<file path="src/rtl/id_stage.sv">
// RV32I instruction-decode stage: register-file read, writeback bypass, immediate/control
// decode, load-use hazard stall and the ID/EX pipeline register with valid/ready and flush.
module id_stage #(
    parameter int unsigned     XLEN     = 32,
    parameter logic [XLEN-1:0] PC_RESET = '0
) (
    input  logic            clk,
    input  logic            rst_n,
    input  logic            in_valid,
    output logic            in_ready,
    input  logic [XLEN-1:0] in_pc,
    input  logic [31:0]     in_instr,
    output logic [4:0]      rf_read_reg1,
    output logic [4:0]      rf_read_reg2,
    input  logic [XLEN-1:0] rf_read_data1,
    input  logic [XLEN-1:0] rf_read_data2,
    input  logic            wb_reg_write,
    input  logic [4:0]      wb_write_reg,
    input  logic [XLEN-1:0] wb_write_data,
    input  logic            flush,
    output logic            out_valid,
    input  logic            out_ready,
    output logic [XLEN-1:0] out_pc,
    output logic [4:0]      out_rs1,
    output logic [4:0]      out_rs2,
    output logic [4:0]      out_rd,
    output logic [XLEN-1:0] out_rs1_val,
    output logic [XLEN-1:0] out_rs2_val,
    output logic [XLEN-1:0] out_imm,
    output logic [6:0]      out_opcode,
    output logic [2:0]      out_funct3,
    output logic            out_funct7b5,
    output logic            out_reg_write,
    output logic            out_mem_read,
    output logic            out_mem_write,
    output logic            out_branch,
    output logic            out_jump,
    output logic            out_illegal
);

    localparam logic [6:0] OP_LUI    = 7'b0110111;
    localparam logic [6:0] OP_AUIPC  = 7'b0010111;
    localparam logic [6:0] OP_JAL    = 7'b1101111;
    localparam logic [6:0] OP_JALR   = 7'b1100111;
    localparam logic [6:0] OP_BRANCH = 7'b1100011;
    localparam logic [6:0] OP_LOAD   = 7'b0000011;
    localparam logic [6:0] OP_STORE  = 7'b0100011;
    localparam logic [6:0] OP_IMM    = 7'b0010011;
    localparam logic [6:0] OP_OP     = 7'b0110011;

    logic            valid_q, valid_d;
    logic [XLEN-1:0] pc_q, pc_d;
    logic [4:0]      rs1_q, rs1_d, rs2_q, rs2_d, rd_q, rd_d;
    logic [XLEN-1:0] rs1_val_q, rs1_val_d, rs2_val_q, rs2_val_d;
    logic [XLEN-1:0] imm_q, imm_d;
    logic [6:0]      opcode_q, opcode_d;
    logic [2:0]      funct3_q, funct3_d;
    logic            funct7b5_q, funct7b5_d;
    logic            reg_write_q, reg_write_d;
    logic            mem_read_q, mem_read_d;
    logic            mem_write_q, mem_write_d;
    logic            branch_q, branch_d;
    logic            jump_q, jump_d;
    logic            illegal_q, illegal_d;

    logic [6:0]      dec_opcode;
    logic [4:0]      dec_rs1, dec_rs2, dec_rd;
    logic            dec_uses_rs1, dec_uses_rs2;
    logic [31:0]     dec_imm32;
    logic            dec_reg_write, dec_mem_read, dec_mem_write, dec_branch, dec_jump, dec_illegal;
    logic [XLEN-1:0] byp1, byp2;
    logic            hazard, advance;

    assign dec_opcode   = in_instr[6:0];
    assign dec_rd       = in_instr[11:7];
    assign dec_rs1      = in_instr[19:15];
    assign dec_rs2      = in_instr[24:20];
    assign rf_read_reg1 = dec_rs1;
    assign rf_read_reg2 = dec_rs2;

    // Opcode decode: immediate format, register usage and control bits.
    always_comb begin
        dec_imm32     = 32'h0;
        dec_uses_rs1  = 1'b1;
        dec_uses_rs2  = 1'b0;
        dec_reg_write = 1'b0;
        dec_mem_read  = 1'b0;
        dec_mem_write = 1'b0;
        dec_branch    = 1'b0;
        dec_jump      = 1'b0;
        dec_illegal   = 1'b0;
        unique case (dec_opcode)
            OP_LUI, OP_AUIPC: begin
                dec_imm32     = {in_instr[31:12], 12'h0};
                dec_uses_rs1  = 1'b0;
                dec_reg_write = 1'b1;
            end
            OP_JAL: begin
                dec_imm32     = {{11{in_instr[31]}}, in_instr[31], in_instr[19:12],
                                 in_instr[20], in_instr[30:21], 1'b0};
                dec_uses_rs1  = 1'b0;
                dec_reg_write = 1'b1;
                dec_jump      = 1'b1;
            end
            OP_JALR: begin
                dec_imm32     = {{20{in_instr[31]}}, in_instr[31:20]};
                dec_reg_write = 1'b1;
                dec_jump      = 1'b1;
            end
            OP_BRANCH: begin
                dec_imm32    = {{19{in_instr[31]}}, in_instr[31], in_instr[7],
                                in_instr[30:25], in_instr[11:8], 1'b0};
                dec_uses_rs2 = 1'b1;
                dec_branch   = 1'b1;
            end
            OP_LOAD: begin
                dec_imm32     = {{20{in_instr[31]}}, in_instr[31:20]};
                dec_reg_write = 1'b1;
                dec_mem_read  = 1'b1;
            end
            OP_STORE: begin
                dec_imm32     = {{20{in_instr[31]}}, in_instr[31:25], in_instr[11:7]};
                dec_uses_rs2  = 1'b1;
                dec_mem_write = 1'b1;
            end
            OP_IMM: begin
                dec_imm32     = {{20{in_instr[31]}}, in_instr[31:20]};
                dec_reg_write = 1'b1;
            end
            OP_OP: begin
                dec_uses_rs2  = 1'b1;
                dec_reg_write = 1'b1;
            end
            default: dec_illegal = 1'b1;
        endcase
        if (dec_rd == 5'd0) dec_reg_write = 1'b0;
    end

    // Register file writes at the edge, so a same-cycle writeback must be forwarded.
    always_comb begin
        byp1 = rf_read_data1;
        byp2 = rf_read_data2;
        if (wb_reg_write && (wb_write_reg != 5'd0) && (wb_write_reg == dec_rs1)) byp1 = wb_write_data;
        if (wb_reg_write && (wb_write_reg != 5'd0) && (wb_write_reg == dec_rs2)) byp2 = wb_write_data;
        if (dec_rs1 == 5'd0) byp1 = '0;
        if (dec_rs2 == 5'd0) byp2 = '0;
    end

    assign hazard   = valid_q && mem_read_q && (rd_q != 5'd0) &&
                      ((dec_uses_rs1 && (dec_rs1 == rd_q)) || (dec_uses_rs2 && (dec_rs2 == rd_q)));
    assign advance  = !valid_q || out_ready;
    assign in_ready = rst_n && advance && !hazard && !flush;

    // ID/EX next state: flush, capture/bubble on advance, operand refresh while held.
    always_comb begin
        valid_d     = valid_q;
        pc_d        = pc_q;
        rs1_d       = rs1_q;
        rs2_d       = rs2_q;
        rd_d        = rd_q;
        rs1_val_d   = rs1_val_q;
        rs2_val_d   = rs2_val_q;
        imm_d       = imm_q;
        opcode_d    = opcode_q;
        funct3_d    = funct3_q;
        funct7b5_d  = funct7b5_q;
        reg_write_d = reg_write_q;
        mem_read_d  = mem_read_q;
        mem_write_d = mem_write_q;
        branch_d    = branch_q;
        jump_d      = jump_q;
        illegal_d   = illegal_q;
        if (flush) begin
            valid_d = 1'b0;
        end else if (advance) begin
            if (in_valid && in_ready) begin
                valid_d     = 1'b1;
                pc_d        = in_pc;
                rs1_d       = dec_rs1;
                rs2_d       = dec_rs2;
                rd_d        = dec_rd;
                rs1_val_d   = byp1;
                rs2_val_d   = byp2;
                imm_d       = XLEN'($signed(dec_imm32));
                opcode_d    = dec_opcode;
                funct3_d    = in_instr[14:12];
                funct7b5_d  = in_instr[30];
                reg_write_d = dec_reg_write;
                mem_read_d  = dec_mem_read;
                mem_write_d = dec_mem_write;
                branch_d    = dec_branch;
                jump_d      = dec_jump;
                illegal_d   = dec_illegal;
            end else begin
                valid_d = 1'b0;
            end
        end else begin
            if (wb_reg_write && (wb_write_reg != 5'd0) && (wb_write_reg == rs1_q)) rs1_val_d = wb_write_data;
            if (wb_reg_write && (wb_write_reg != 5'd0) && (wb_write_reg == rs2_q)) rs2_val_d = wb_write_data;
        end
    end

    always_ff @(posedge clk) begin
        if (!rst_n) begin
            valid_q     <= 1'b0;
            pc_q        <= PC_RESET;
            rs1_q       <= '0;
            rs2_q       <= '0;
            rd_q        <= '0;
            rs1_val_q   <= '0;
            rs2_val_q   <= '0;
            imm_q       <= '0;
            opcode_q    <= '0;
            funct3_q    <= '0;
            funct7b5_q  <= 1'b0;
            reg_write_q <= 1'b0;
            mem_read_q  <= 1'b0;
            mem_write_q <= 1'b0;
            branch_q    <= 1'b0;
            jump_q      <= 1'b0;
            illegal_q   <= 1'b0;
        end else begin
            valid_q     <= valid_d;
            pc_q        <= pc_d;
            rs1_q       <= rs1_d;
            rs2_q       <= rs2_d;
            rd_q        <= rd_d;
            rs1_val_q   <= rs1_val_d;
            rs2_val_q   <= rs2_val_d;
            imm_q       <= imm_d;
            opcode_q    <= opcode_d;
            funct3_q    <= funct3_d;
            funct7b5_q  <= funct7b5_d;
            reg_write_q <= reg_write_d;
            mem_read_q  <= mem_read_d;
            mem_write_q <= mem_write_d;
            branch_q    <= branch_d;
            jump_q      <= jump_d;
            illegal_q   <= illegal_d;
        end
    end

    assign out_valid     = valid_q;
    assign out_pc        = pc_q;
    assign out_rs1       = rs1_q;
    assign out_rs2       = rs2_q;
    assign out_rd        = rd_q;
    assign out_rs1_val   = rs1_val_q;
    assign out_rs2_val   = rs2_val_q;
    assign out_imm       = imm_q;
    assign out_opcode    = opcode_q;
    assign out_funct3    = funct3_q;
    assign out_funct7b5  = funct7b5_q;
    assign out_reg_write = reg_write_q;
    assign out_mem_read  = mem_read_q;
    assign out_mem_write = mem_write_q;
    assign out_branch    = branch_q;
    assign out_jump      = jump_q;
    assign out_illegal   = illegal_q;

endmodule

</file>
<file path="config.mk">
export PLATFORM = sky130hd
export DESIGN_NAME = id_stage
export DESIGN_NICKNAME = d
export VERILOG_FILES = /design/src/rtl/id_stage.sv
export SDC_FILE = /design/constraint.sdc
export NUM_CORES = 1
export LEC_CHECK = 0
export BUFFER_PORTS_ARGS = -buffer_cell sky130_fd_sc_hd__buf_2
export CORE_AREA = 2 2 133 135
export CTS_BUF_LIST = sky130_fd_sc_hd__clkbuf_4
export CTS_CLUSTER_SIZE = 10
export DETAILED_ROUTE_END_ITERATION = 6
export DIE_AREA = 0 0 135 137
export PLACE_DENSITY = 0.71
export SETUP_SLACK_MARGIN = 0.05
export SYNTH_ARGS = -nofsm -noshare
export SYNTH_HDL_FRONTEND = slang
export SYNTH_SLANG_ARGS = --single-unit
</file>
<file path="constraint.sdc">
create_clock -name clk -period 3 [get_ports clk]
set_input_delay 0.45 -clock clk [delete_from_list [all_inputs] [get_ports clk]]
set_output_delay 0.45 -clock clk [all_outputs]
set_load 0.05 [all_outputs]
</file>
==> impl_metrics.tcl <==
set metrics [dict create \
    grt_max_degree 170 \
    numPortBuffers 342 \
    report.final.setup_viol 0 \
    dpl.hpwl_mm 18.0 \
    drc 0 \
    highest-signal-layer "met4" \
    synthCells 857 \
    max_slew.worst_pin.slew_ns 0.977 \
    setup_ws_ns 0.257 \
    pin_count 343 \
    finalHoldViolations 0 \
    tns_ns 0 \
    period_minus_slack_ns 2.74 \
    start_kind "flop" \
    final.period_utilization_pct 91.4 \
    hold_end "out_pc[25]" \
    path_clk_slew_ns 0.15 \
    dr_wl_met3_mm 1.97 \
    worstPathMaxFanout 6 \
    met1_length_mm 11.3 \
    hold_start "in_pc[25]" \
    timing.rr.end "out_rs1[2]" \
    fmax_mhz 365 \
    power_density_mw_per_mm2 530 \
    drt-total-wl_mm 25.8 \
    maxCapViolations 0 \
    grt_pass1_wl_mm 38.6 \
    ant_nets 0 \
    drv_slew 0 \
    wire_per_inst_um 18.7 \
    synthFlopType "dfxtp_1" \
    postSynth.asyncResetShare_pct 0 \
    regArea_mm2 0.00322 \
    viasPerCell 5.62 \
    core_mm2 0.0171 \
    cts.path.max_buffers 2 \
    initial_core_util_pct 42.0 \
    slew_headroom_pct 34.9 \
    crit_required_ns 2.55 \
    status "finished clean" \
    hold_class "in2reg" \
    synth-seq-cells 161 \
    postCtsHoldBufs 0 \
    die_y_um 137 \
    rsz0062_at_grt "no" \
    htreeDepth 4 \
    drive_gt1_share_pct 35.7 \
    syn-cell-area_mm2 0.00717 \
    dp_slack_ns 0.308 \
    die_w_um 135 \
    cts_tree "built" \
    first_pass_iters 5 \
    cp.arrival_ns 2.29 \
    finClkSkew_ns 0.0205 \
    syn_nets 1028 \
    multiInputGateArea_mm2 0.00354 \
    grt_pass1_vias 6899 \
    cts_root_buf "clkbuf_4" \
    wl_met2_mm 11.9 \
    vias 7778 \
    synth_edf_count 0 \
    whs_path_depth 3 \
    fin_nets 1315 \
    routabilityCongestion 0.856 \
    syn_area_per_cell_um2 8.37 \
    crit_type "reg2out" \
    r2r_cells 7 \
    yosysSeqAreaShare_pct 45.0 \
    reg2reg_slack_ns 0.52 \
    endpoint_kind "output port" \
    areaGrowthSynthToFinish_pct 30.0 \
    leakagePower_nw 4.51 \
    track_usage_pct 26.7 \
    nFillCells 1653 \
    clk_latency_ns 0.55 \
    clock_sinks 161 \
    ys_types 49 \
    yosysWarnings 0 \
    numCtsBuffers 17 \
    grt_antenna_before_repair 3 \
    peakVddDrop_mv 0.295 \
    overflow 0 \
    dieArea_mm2 0.0185 \
    final_common_cell "buf_2" \
    r2r_start "out_rd[1]" \
    mostFrequentLayoutCells "340 x buf_2, 161 x dfxtp_1, 136 x o21ai_0" \
    row_count 48 \
    drtIter0Drc 693 \
]
[critical path: stages (launching register included)]
cell	delay (ns)
dfxtp_1	0.39
or4_1	0.53
o211ai_1	0.26
o21bai_4	0.19
and3b_1	0.19
buf_4	0.21
[metal layers]
metal  GRT usage [%]  vias to the layer above
met4            9.78                        0
li1                -                     3691
met1            37.5                     3686
met3            6.41                       43
met2            39.9                      358
met5               0                        -
[synth_stat cells, types with 8 or more instances]
library cell	instances	area [µm²]
buf_2	8	40.0
clkbuf_1	70	263
dfxtp_1	161	3220
o21ai_0	136	681
mux2i_1	8	80.1
buf_4	12	90.1
a22oi_1	68	510
xnor2_1	19	166
xor2_1	10	87.6
nand3_1	90	450
nand4_1	10	62.6
a21oi_1	88	440
o211a_1	21	210
nand2_1	81	304
[flip-flops by register name, indices dropped and copies added (netlist names), 3 cells and up]
register and flops:
out_rd 5, out_rs1 5, out_funct3 3, out_rs1_val 32, out_rs2_val 32, out_opcode 7, out_rs2 5, out_imm 32
out_pc 32
[repair_timing]
action                     4_1_cts  5_1_grt
pin swaps                        1        1
setup buffers                    1        2
setup endpoints to repair        1        1
resized for setup                1        0
[layout make-up]
type	instances	share of cell area (%)
Multi-Input combinational cell	594	38.0
Sequential cell	161	34.6
Timing Repair Buffer	368	20.9
Tap cell	225	3.02
Clock inverter	14	1.95
Clock buffer	17	1.37
Inverter	2	0.0805
Antenna cell	3	0.0805
[metrics by stage]
stage               total power [mW]  utilization (%)  instances  cell area, µm²  hold slack (ns)
floorplan                       3.20                -        857            7170            0.580
global placement                3.56             52.6       1347            8980            0.441
detailed placement              3.57             52.6       1347            8980            0.447
CTS                             4.98             54.5       1379            9300           0.0426
global route                    5.16             54.6       1384            9320           0.0222
finish                          4.94             54.6       1384            9320           0.0980
[how the worst max path moves through the flow]
stage	from	to	slack, ns	depth (start not counted)
3_3_place_gp	in_instr[6]	out_pc[21]	0.35	8
5_1_grt	out_rd[1]	in_ready	0.06	5
6_report	out_rd[1]	in_ready	0.26	5
4_1_cts	out_rd[1]	in_ready	0.10	5
3_5_place_dp	in_instr[6]	out_pc[0]	0.31	8
2_1_floorplan	out_rd[1]	in_ready	0.22	6
[power breakdown]
group	total [mW]	internal, mW	leakage, nW	switching [mW]
Sequential	2.33	2.27	1.32	0.0665
Clock	1.41	0.589	0.159	0.822
Combinational	1.20	0.327	3.03	0.874
Total	4.94	3.18	4.51	1.76
[cells by family (layout without fill, tap and decap cells)]
logic type / count (synthesis) / count (layout) / synth area share [%]
flops: 161 / 161 / 45.0
other cells: 0 / 3 / 0
compound gates: 332 / 332 / 27.9
simple gates: 224 / 224 / 15.8
xor+xnor: 29 / 29 / 3.54
buf+inv: 102 / 401 / 6.53
mux: 9 / 9 / 1.27
(Power assumes the default switching activity.)
